## src/rtl/countdown_timer.sv

```systemverilog
// countdown_timer
//   Loadable seconds countdown with a three-digit seven-segment display
//   (minutes, tens of seconds, ones of seconds). A prescaler divides clk
//   down to a one-second tick. When the count ticks from 1 to 0, the timer
//   raises expired and blinks "000" at 1 Hz until it is reloaded or reset.
//
// Parameters
//   CLK_HZ   clk cycles per one-second tick
//   MAX_SEC  largest loadable count; larger loads are clamped to this value
//
// Ports
//   clk      sole clock, rising edge
//   reset    synchronous, active-high reset
//   sec      [15:0] seconds value captured on set
//   set      single-cycle load strobe
//   run      count enable; 0 freezes the prescaler and the count
//   secLeft  [15:0] remaining seconds (the count register itself)
//   expired  high once the count has reached 0 by ticking
//   sevseg1  [6:0] minutes digit, active-low, gfedcba
//   sevseg2  [6:0] tens-of-seconds digit, active-low, gfedcba
//   sevseg3  [6:0] ones-of-seconds digit, active-low, gfedcba
module countdown_timer #(
  parameter int CLK_HZ  = 50000000,
  parameter int MAX_SEC = 599
) (
  input  logic        clk,
  input  logic        reset,
  input  logic [15:0] sec,
  input  logic        set,
  input  logic        run,
  output logic [15:0] secLeft,
  output logic        expired,
  output logic [6:0]  sevseg1,
  output logic [6:0]  sevseg2,
  output logic [6:0]  sevseg3
);

  localparam int PW = (CLK_HZ > 1) ? $clog2(CLK_HZ) : 1;
  localparam logic [PW-1:0] PRESC_LAST = PW'(CLK_HZ - 1);
  localparam logic [PW-1:0] PRESC_HALF = PW'(CLK_HZ / 2);
  localparam logic [15:0]   MAX_COUNT  = 16'(MAX_SEC);
  // Number of whole minutes the largest count can hold; bounds the
  // subtract-60 chain below.
  localparam int MIN_STEPS = MAX_SEC / 60;

  localparam logic [6:0] SEG_ZERO  = 7'b1000000;
  localparam logic [6:0] SEG_BLANK = 7'b1111111;

  logic [PW-1:0] prescReg;
  logic [PW-1:0] prescNext;
  logic [15:0]   countReg;
  logic [15:0]   countNext;
  logic          expiredReg;
  logic          expiredNext;
  logic          tick;

  // The prescaler also keeps running while expired so that the blink
  // continues even if run is dropped after the timer has finished.
  assign tick = (run || expiredReg) && (prescReg == PRESC_LAST);

  always_comb begin
    prescNext   = prescReg;
    countNext   = countReg;
    expiredNext = expiredReg;
    if (set) begin
      // A load wins over a coincident tick; that tick is simply lost.
      countNext   = (sec > MAX_COUNT) ? MAX_COUNT : sec;
      prescNext   = '0;
      expiredNext = 1'b0;
    end else begin
      if (run || expiredReg) begin
        prescNext = tick ? '0 : prescReg + 1'b1;
      end
      // Ticks at count 0 do nothing: no wrap, and a timer loaded with 0
      // stays idle rather than expiring.
      if (tick && run && (countReg != 16'd0)) begin
        countNext = countReg - 16'd1;
        if (countReg == 16'd1) begin
          expiredNext = 1'b1;
        end
      end
    end
  end

  always_ff @(posedge clk) begin
    if (reset) begin
      prescReg   <= '0;
      countReg   <= '0;
      expiredReg <= 1'b0;
    end else begin
      prescReg   <= prescNext;
      countReg   <= countNext;
      expiredReg <= expiredNext;
    end
  end

  assign secLeft = countReg;
  assign expired = expiredReg;

  // Binary to minutes / tens / ones by repeated conditional subtraction.
  // Fully combinational, so the digits settle within the same cycle for
  // every count up to MAX_SEC.
  logic [15:0] bcdRem;
  logic [3:0]  digit [3];

  always_comb begin
    bcdRem   = countReg;
    digit[0] = 4'd0;
    digit[1] = 4'd0;
    digit[2] = 4'd0;
    for (int i = 0; i < MIN_STEPS; i++) begin
      if (bcdRem >= 16'd60) begin
        bcdRem   = bcdRem - 16'd60;
        digit[0] = digit[0] + 4'd1;
      end
    end
    for (int i = 0; i < 5; i++) begin
      if (bcdRem >= 16'd10) begin
        bcdRem   = bcdRem - 16'd10;
        digit[1] = digit[1] + 4'd1;
      end
    end
    digit[2] = bcdRem[3:0];
  end

  function automatic logic [6:0] segEncode(input logic [3:0] d);
    logic [6:0] seg;
    case (d)
      4'd0:    seg = 7'b1000000;
      4'd1:    seg = 7'b1111001;
      4'd2:    seg = 7'b0100100;
      4'd3:    seg = 7'b0110000;
      4'd4:    seg = 7'b0011001;
      4'd5:    seg = 7'b0010010;
      4'd6:    seg = 7'b0000010;
      4'd7:    seg = 7'b1111000;
      4'd8:    seg = 7'b0000000;
      4'd9:    seg = 7'b0010000;
      default: seg = SEG_BLANK;
    endcase
    return seg;
  endfunction

  // Second half of each prescaler period blanks the display while expired.
  logic blinkOff;
  assign blinkOff = prescReg >= PRESC_HALF;

  genvar gi;
  generate
    for (gi = 0; gi < 3; gi++) begin : gDigit
      logic [6:0] segReg;
      always_ff @(posedge clk) begin
        if (reset) begin
          segReg <= SEG_ZERO;
        end else if (expiredReg) begin
          segReg <= blinkOff ? SEG_BLANK : SEG_ZERO;
        end else begin
          segReg <= segEncode(digit[gi]);
        end
      end
    end
  endgenerate

  assign sevseg1 = gDigit[0].segReg;
  assign sevseg2 = gDigit[1].segReg;
  assign sevseg3 = gDigit[2].segReg;

endmodule

```

## config.mk

```make
export PLATFORM = sky130hd
export DESIGN_NAME = countdown_timer
export DESIGN_NICKNAME = d
export VERILOG_FILES = /design/src/rtl/countdown_timer.sv
export SDC_FILE = /design/constraint.sdc
export NUM_CORES = 1
export LEC_CHECK = 0
export BUFFER_PORTS_ARGS = -buffer_cell sky130_fd_sc_hd__buf_2
export CORE_ASPECT_RATIO = 0.5
export CORE_MARGIN = 5
export CORE_UTILIZATION = 35
export DETAILED_ROUTE_END_ITERATION = 7
export HOLD_SLACK_MARGIN = 0.08
export PLACE_DENSITY_LB_ADDON = 0.3
export SETUP_SLACK_MARGIN = 0.2
export SYNTH_ARGS = -nofsm -noshare
export SYNTH_HDL_FRONTEND = slang
export SYNTH_SLANG_ARGS = --single-unit
```

## constraint.sdc

```tcl
create_clock -name clk -period 31.5 [get_ports clk]
set_input_delay 4.725 -clock clk [delete_from_list [all_inputs] [get_ports clk]]
set_output_delay 4.725 -clock clk [all_outputs]
set_load 0.005 [all_outputs]
```

== Yosys cells after proc, flatten, opt, wreduce, memory -nomap -nowiden ==
Memory sizes are Yosys's and may differ from the RTL's.
Cells that the tools add are included.
Storage, ports and cells
  bits in registers: 64
  ROM bits: 336
  output and inout bits: 38
  memories kept: 3
Memory list
  (no name shown): depth 16, bits a word 7, read ports 1, clocked after memory_dff 0, write ports 0, RTL line 128  | case (d)
  (no name shown): depth 16, bits a word 7, read ports 1, clocked after memory_dff 0, write ports 0, RTL line 128
  (no name shown): depth 16, bits a word 7, read ports 1, clocked after memory_dff 0, write ports 0, RTL line 128
Operators by class
  add/subtract/negate cells: 28
  order comparisons: 16
  equal/unequal tests: 2
  mux-type cells: 36
  reductions and logical operators: 8
Operators with widths (number)
  $mux W16: 16
  $ge A16 B6 Y1 const B: 9
  $sub A16 B6 Y16 const B: 9
  $ge A16 B4 Y1 const B: 5
  $sub A16 B4 Y16 const B: 4
  $mux W4: 13
  $add A4 B1 Y4 const B: 12
  $add A26 B1 Y26 const B: 1
  $eq A26 B26 Y1 const B: 1
  $ge A26 B25 Y1 const B: 1
  $mux W26: 1
  $mux W7: 3
  $eq A16 B1 Y1 const B: 1
  $gt A16 B10 Y1 const B: 1
  $reduce_bool A16 Y1: 1
  $sub A16 B1 Y16 const B: 1
  $mux W6: 1
  $sub A4 B4 Y4 const B: 1
  $logic_and A1 B1 Y1: 3
  $mux W1: 2
  $reduce_and A2 Y1: 1
  $reduce_bool A2 Y1: 1
  $reduce_or A2 Y1: 1
  $logic_or A1 B1 Y1: 1

== Longest topological paths before layout ==
An unclocked memory read counts as a cell.
  word-level depth: 30
  mapped depth: 116

== Worst setup path after synthesis ==
No wires, ideal clock.
  path kind: reg2reg
  start point: register countReg[2] (netlist: secLeft[2])
  end point: register gDigit[1].segReg[4] (netlist: sevseg2[4])
  library setup time: 83 ps
  arrival: 22760 ps
  path slack: 8657 ps
  cell stages (with the launch flop): 107
  period minus slack after synthesis: 22843 ps
  cell sequence: dfxtp_1 ha_1 buf_2 a311oi_2 nand4_2 inv_1 xnor2_1 ha_1 clkbuf_1 and3_1 a32o_1 nor2_2 nand3_2 xnor2_1 inv_1 ha_1 clkbuf_1 inv_1 [71 not listed] and3_1 buf_4 nand3_1 buf_1 mux2_2 ha_1 nand2_1 nor3_1 a22oi_1 or4b_1 o21ai_2 nand2_1 a211oi_4 buf_4 mux2_1 ha_1 or3_1 o221ai_1
Between the ends
  cells in the longest elaborated chain, start to end: 30
Ends and longest elaborated chain
  start: declaration: RTL line 51  | logic [15:0] countReg;
  start signal: assignment: RTL line 92  | countReg <= countNext;
  $sub A16 B6 Y16 or $ge A16 B6 Y1 (tied branches): RTL line 113, 112
  $mux W16 *: RTL line 112  | if (bcdRem >= 16'd60) begin
  $sub A16 B6 Y16 or $ge A16 B6 Y1 (tied branches): RTL line 113, 112
  $mux W16 *: RTL line 112
  $sub A16 B6 Y16 or $ge A16 B6 Y1 (tied branches): RTL line 113, 112
  $mux W16 *: RTL line 112
  $sub A16 B6 Y16 or $ge A16 B6 Y1 (tied branches): RTL line 113, 112
  $mux W16 *: RTL line 112
  [14 not listed]
  $sub A16 B4 Y16 (tied with other cells): RTL line 119  | bcdRem = bcdRem - 16'd10;
  $mux W16 or $mux W4 (tied branches): RTL line 118  | if (bcdRem >= 16'd10) begin
  $sub A16 B4 Y16 (tied with other cells): RTL line 119
  $mux W16 or $mux W4 (tied branches): RTL line 118
  $ge A16 B4 Y1 or $add A4 B1 Y4 (tied branches): RTL line 118, 120
  $mux W4 *: RTL line 118
  $mem_v2 Z16 W7 *
  $mux W7 *: RTL line 155  | end else if (expiredReg) begin
  end signal: assignment: RTL line 156  | segReg <= blinkOff ? SEG_BLANK : SEG_ZERO;
  end signal: assignment: RTL line 158  | segReg <= segEncode(digit[gi]);
  end: declaration: RTL line 151  | logic [6:0] segReg;
Mark *: on every way between the ends. The rest lies on a longest branch, timed or not.
A chain may end at the register's enable or synchronous reset.

== Final worst setup path ==
  start point: register countReg[2] (netlist: secLeft[2])
  end point: register gDigit[2].segReg[3] (netlist: sevseg3[3])
Between the ends
  cells in the longest elaborated chain, start to end: 30
Ends and longest elaborated chain (RTL line)
  $sub A16 B6 Y16 or $ge A16 B6 Y1 (tied branches): 113, 112
  $mux W16 *: 112
  $sub A16 B6 Y16 or $ge A16 B6 Y1 (tied branches): 113, 112
  $mux W16 *: 112
  $sub A16 B6 Y16 or $ge A16 B6 Y1 (tied branches): 113, 112
  $mux W16 *: 112
  $sub A16 B6 Y16 or $ge A16 B6 Y1 (tied branches): 113, 112
  $mux W16 *: 112
  [14 not listed]
  $sub A16 B4 Y16 or $ge A16 B4 Y1 (tied branches): 119, 118
  $mux W16 *: 118
  $sub A16 B4 Y16 or $ge A16 B4 Y1 (tied branches): 119, 118
  $mux W16 *: 118
  $ge A16 B4 Y1 or $sub A4 B4 Y4 (tied branches): 118, 119
  $mux W4 *: 118
  $mem_v2 Z16 W7 *
  $mux W7 *: 155
  end signal: assignment: 156
  end signal: assignment: 158
  end: declaration: 151
Marked as above.

==> metrics.md <==
| Metric | Value |
|---|---|
| First-pass iteration count of the detailed router | 6 |
| Area share of the largest cell type after synthesis | 10.1% |
| Overall Global Routing Usage | 18.5% |
| Placed cell areas | 0.0132 mm² |
| Seq/Total Area, Yosys | 10.1% |
| Clock Pin Slew Worst Setup and Hold Paths | 0.07 ns |
| Syn_area_per_cell | 7.17 µm² |
| Post-synth net total | 1,832 |
| Initial antenna violation count | 0 |
| Worst path slowest cell | nor4_1 |
| Synth area leader | dfxtp_1 |
| Setup TNS | 0 ns |
| Diode count | 0 |
| # H-tree levels | 3 |
| #FFs+latches synth | 64 |
| Number of vias per cell | 6.04 |
| Post-CTS Setup Bufs | 0 |
| Detailed-route via count | 13,600 |
| Post_cts resized | 0 |
| Startpoint Class | flip-flop |
| Critical path's largest stage delay | 0.83 ns |
| RSZ-0062 raised after global routing | no |
| Highest fanout seen on the critical path | 16 |
| Post-Route WL | 38,700 µm |
| DRC | 0 |
| Syn. warnings | 0 |
| Dominant cell by count in the synthesized netlist | nor2_1 |
| Clock root cell | clkbuf_16 |
| Clk_lat worst skew | 0.35 ns |
| Fill cells | 3,807 |
| Ys flop type | dfxtp_1 |
| Die width | 279 µm |
| Setup crit end kind | flip-flop |
| Worst path most repeated cell | ha_1 |
| Post-route cell area | 0.0135 mm² |
| Pins Over Slew Limit | 0 |
| Die ar. | 0.0402 mm² |
| Largest net degree at the start of global routing | 25 |
| Setup Skew | 0.0136 ns |
| Die H | 144 µm |
| # IOs | 58 |
| Main area contributors after synthesis | dfxtp_1, xnor2_1, nor2_1, nand2_1, ha_1 |
| Max Cap Viol | 0 |
| DP Wirelength | 30,700 µm |
| CTS tree | yes |
| Sinks on the clock net | 64 |
| Cts bufs inserted | 9 |
| Clock Tree Buf Depth | 2 |
| Highest Clock Rate | 36.3 MHz |
| HP Class | flip-flop to flip-flop |
| Vias in the first global route | 12,300 |
| Netlist Area Pre-Place | 0.0126 mm² |
| Number of synthesized flops with an enable pin | 0 |
| Core area | 0.0358 mm² |
| Yosys cell types | 122 |
| Endpoints failing hold | 0 |
| WP data required | 31.68 ns |
| Routed WL per cell | 17.2 µm |
| Starting density of the core | 35.3% |
| Cts hold-fix bufs | 0 |
| RePlAce Congestion | 0.918 |
| Final Util | 37.6% |
| Period utilization | 87.5% |
| # rows | 49 |
| Top post-synthesis cells by count | nor2_1, nand2_1, xnor2_1 |
| Status | finished, final reports clean |
| Worst setup path class | flip-flop to flip-flop |
| Asr flop ratio synth | 0% |
| Total grt overflow | 0 |
| Area Growth Syn to Fin | 6.59% |
| Post-route ant nets | 0 |
| Max-slew headroom | 35.9% |
| Cells after Synth | 1,764 |
| First-pass GRT wire length | 63,900 µm |
| IO buf count | 57 |
| Setup violators final | 0 |
| Layout cells sized above 1 | 12.4% |
| Worst Tran Pin Value | 0.952 ns |
| CP Data Arrival Time | 27.74 ns |
| Crit path time final | 27.56 ns |
| Detailed Route Iter0 Violations | 1,090 |
| Final #Nets | 1,824 |
## area by class of cell
cell class                      count  area, µm²  share of cell area, %
Inverter                           55        206                   1.53
Clock inverter                      7       61.3                  0.455
Timing Repair Buffer               59        300                   2.23
Clock buffer                        9        225                   1.67
Sequential cell                    64       1280                   9.51
Multi-Input combinational cell   1567      10800                   80.1
Tap cell                          484        606                   4.49
## path summary, 6_finish.rpt
kind | slack [ns] | depth (start not counted) | from | endpoint
hold reg to reg | 0.49 | 2 | prescReg[14] | prescReg[14]
setup reg to reg | 3.94 | 95 | secLeft[2] | sevseg3[3]
hold / removal | 0.49 | 2 | prescReg[14] | prescReg[14]
setup / recovery | 3.94 | 95 | secLeft[2] | sevseg3[3]
## worst max-delay path: cells and delay by family (launching register included)
| kind | cells | cell delay [ns] |
|---|---|---|
| and+or+nand+nor | 36 | 11.65 |
| AOI/OAI and AO/OA | 21 | 5.55 |
| DFF | 1 | 0.42 |
| adders and majority gates | 14 | 4.04 |
| muxes | 3 | 1.29 |
| xor gates and xnor gates | 9 | 2.73 |
| buffers and inverters | 12 | 1.65 |
## per-stage QoR
stage	cells	hold slack (ns)	setup slack [ns]
2_1_floorplan	1764	0.454	8.66
3_3_place_gp	2229	0.473	5.40
3_5_place_dp	2229	0.479	4.42
4_1_cts	2245	0.490	4.30
5_1_grt	2245	0.526	1.28
6_report	2245	0.489	3.94
## routing by layer
metal	GRT usage, %	vias to the layer above	part of all wire (%)
met5	0	-	0
met4	4.68	0	2.1
met3	1.52	49	5.1
met2	30.9	444	45
met1	25.9	6321	48
li1	-	6754	-
## logic make-up (layout without fill, tap and decap cells)
| group | Yosys count | after routing | synth area share, % |
|---|---|---|---|
| XOR/XNOR | 144 | 144 | 10.4 |
| flip-flops | 64 | 64 | 10.1 |
| AO/OA/AOI/OAI | 560 | 560 | 33.5 |
| multiplexers | 54 | 54 | 4.51 |
| adder cells (fa/ha/maj) | 49 | 49 | 4.83 |
| AND/OR/NAND/NOR | 760 | 760 | 32.1 |
| buffers and inverters | 133 | 130 | 4.47 |
## state kept, by name, indices dropped and copies added, names as in the netlist
| signal | count |
|---|---|
| sevseg3 | 7 |
| sevseg1 | 7 |
| prescReg | 26 |
| expired | 1 |
| sevseg2 | 7 |
| secLeft | 16 |
## cells in the final DEF (no fill, tap or decap), types with 22 or more instances in the layout
master / instances
a21oi_1: 89
a31oi_1: 42
and2_1: 29
buf_2: 57
dfxtp_1: 64
ha_1: 48
inv_1: 52
mux2i_1: 33
nand2_1: 171
nand3_1: 77
nand4_1: 31
nor2_1: 173
nor3_1: 57
nor4_1: 25
o211ai_1: 33
o21ai_0: 72
o21ai_1: 22
or2_2: 26
or3_1: 25
xnor2_1: 90
xor2_1: 49
Power is left out: the tool's default activity adds up to more than one toggle a clock period on the data nets, which glitch-free logic cannot reach.
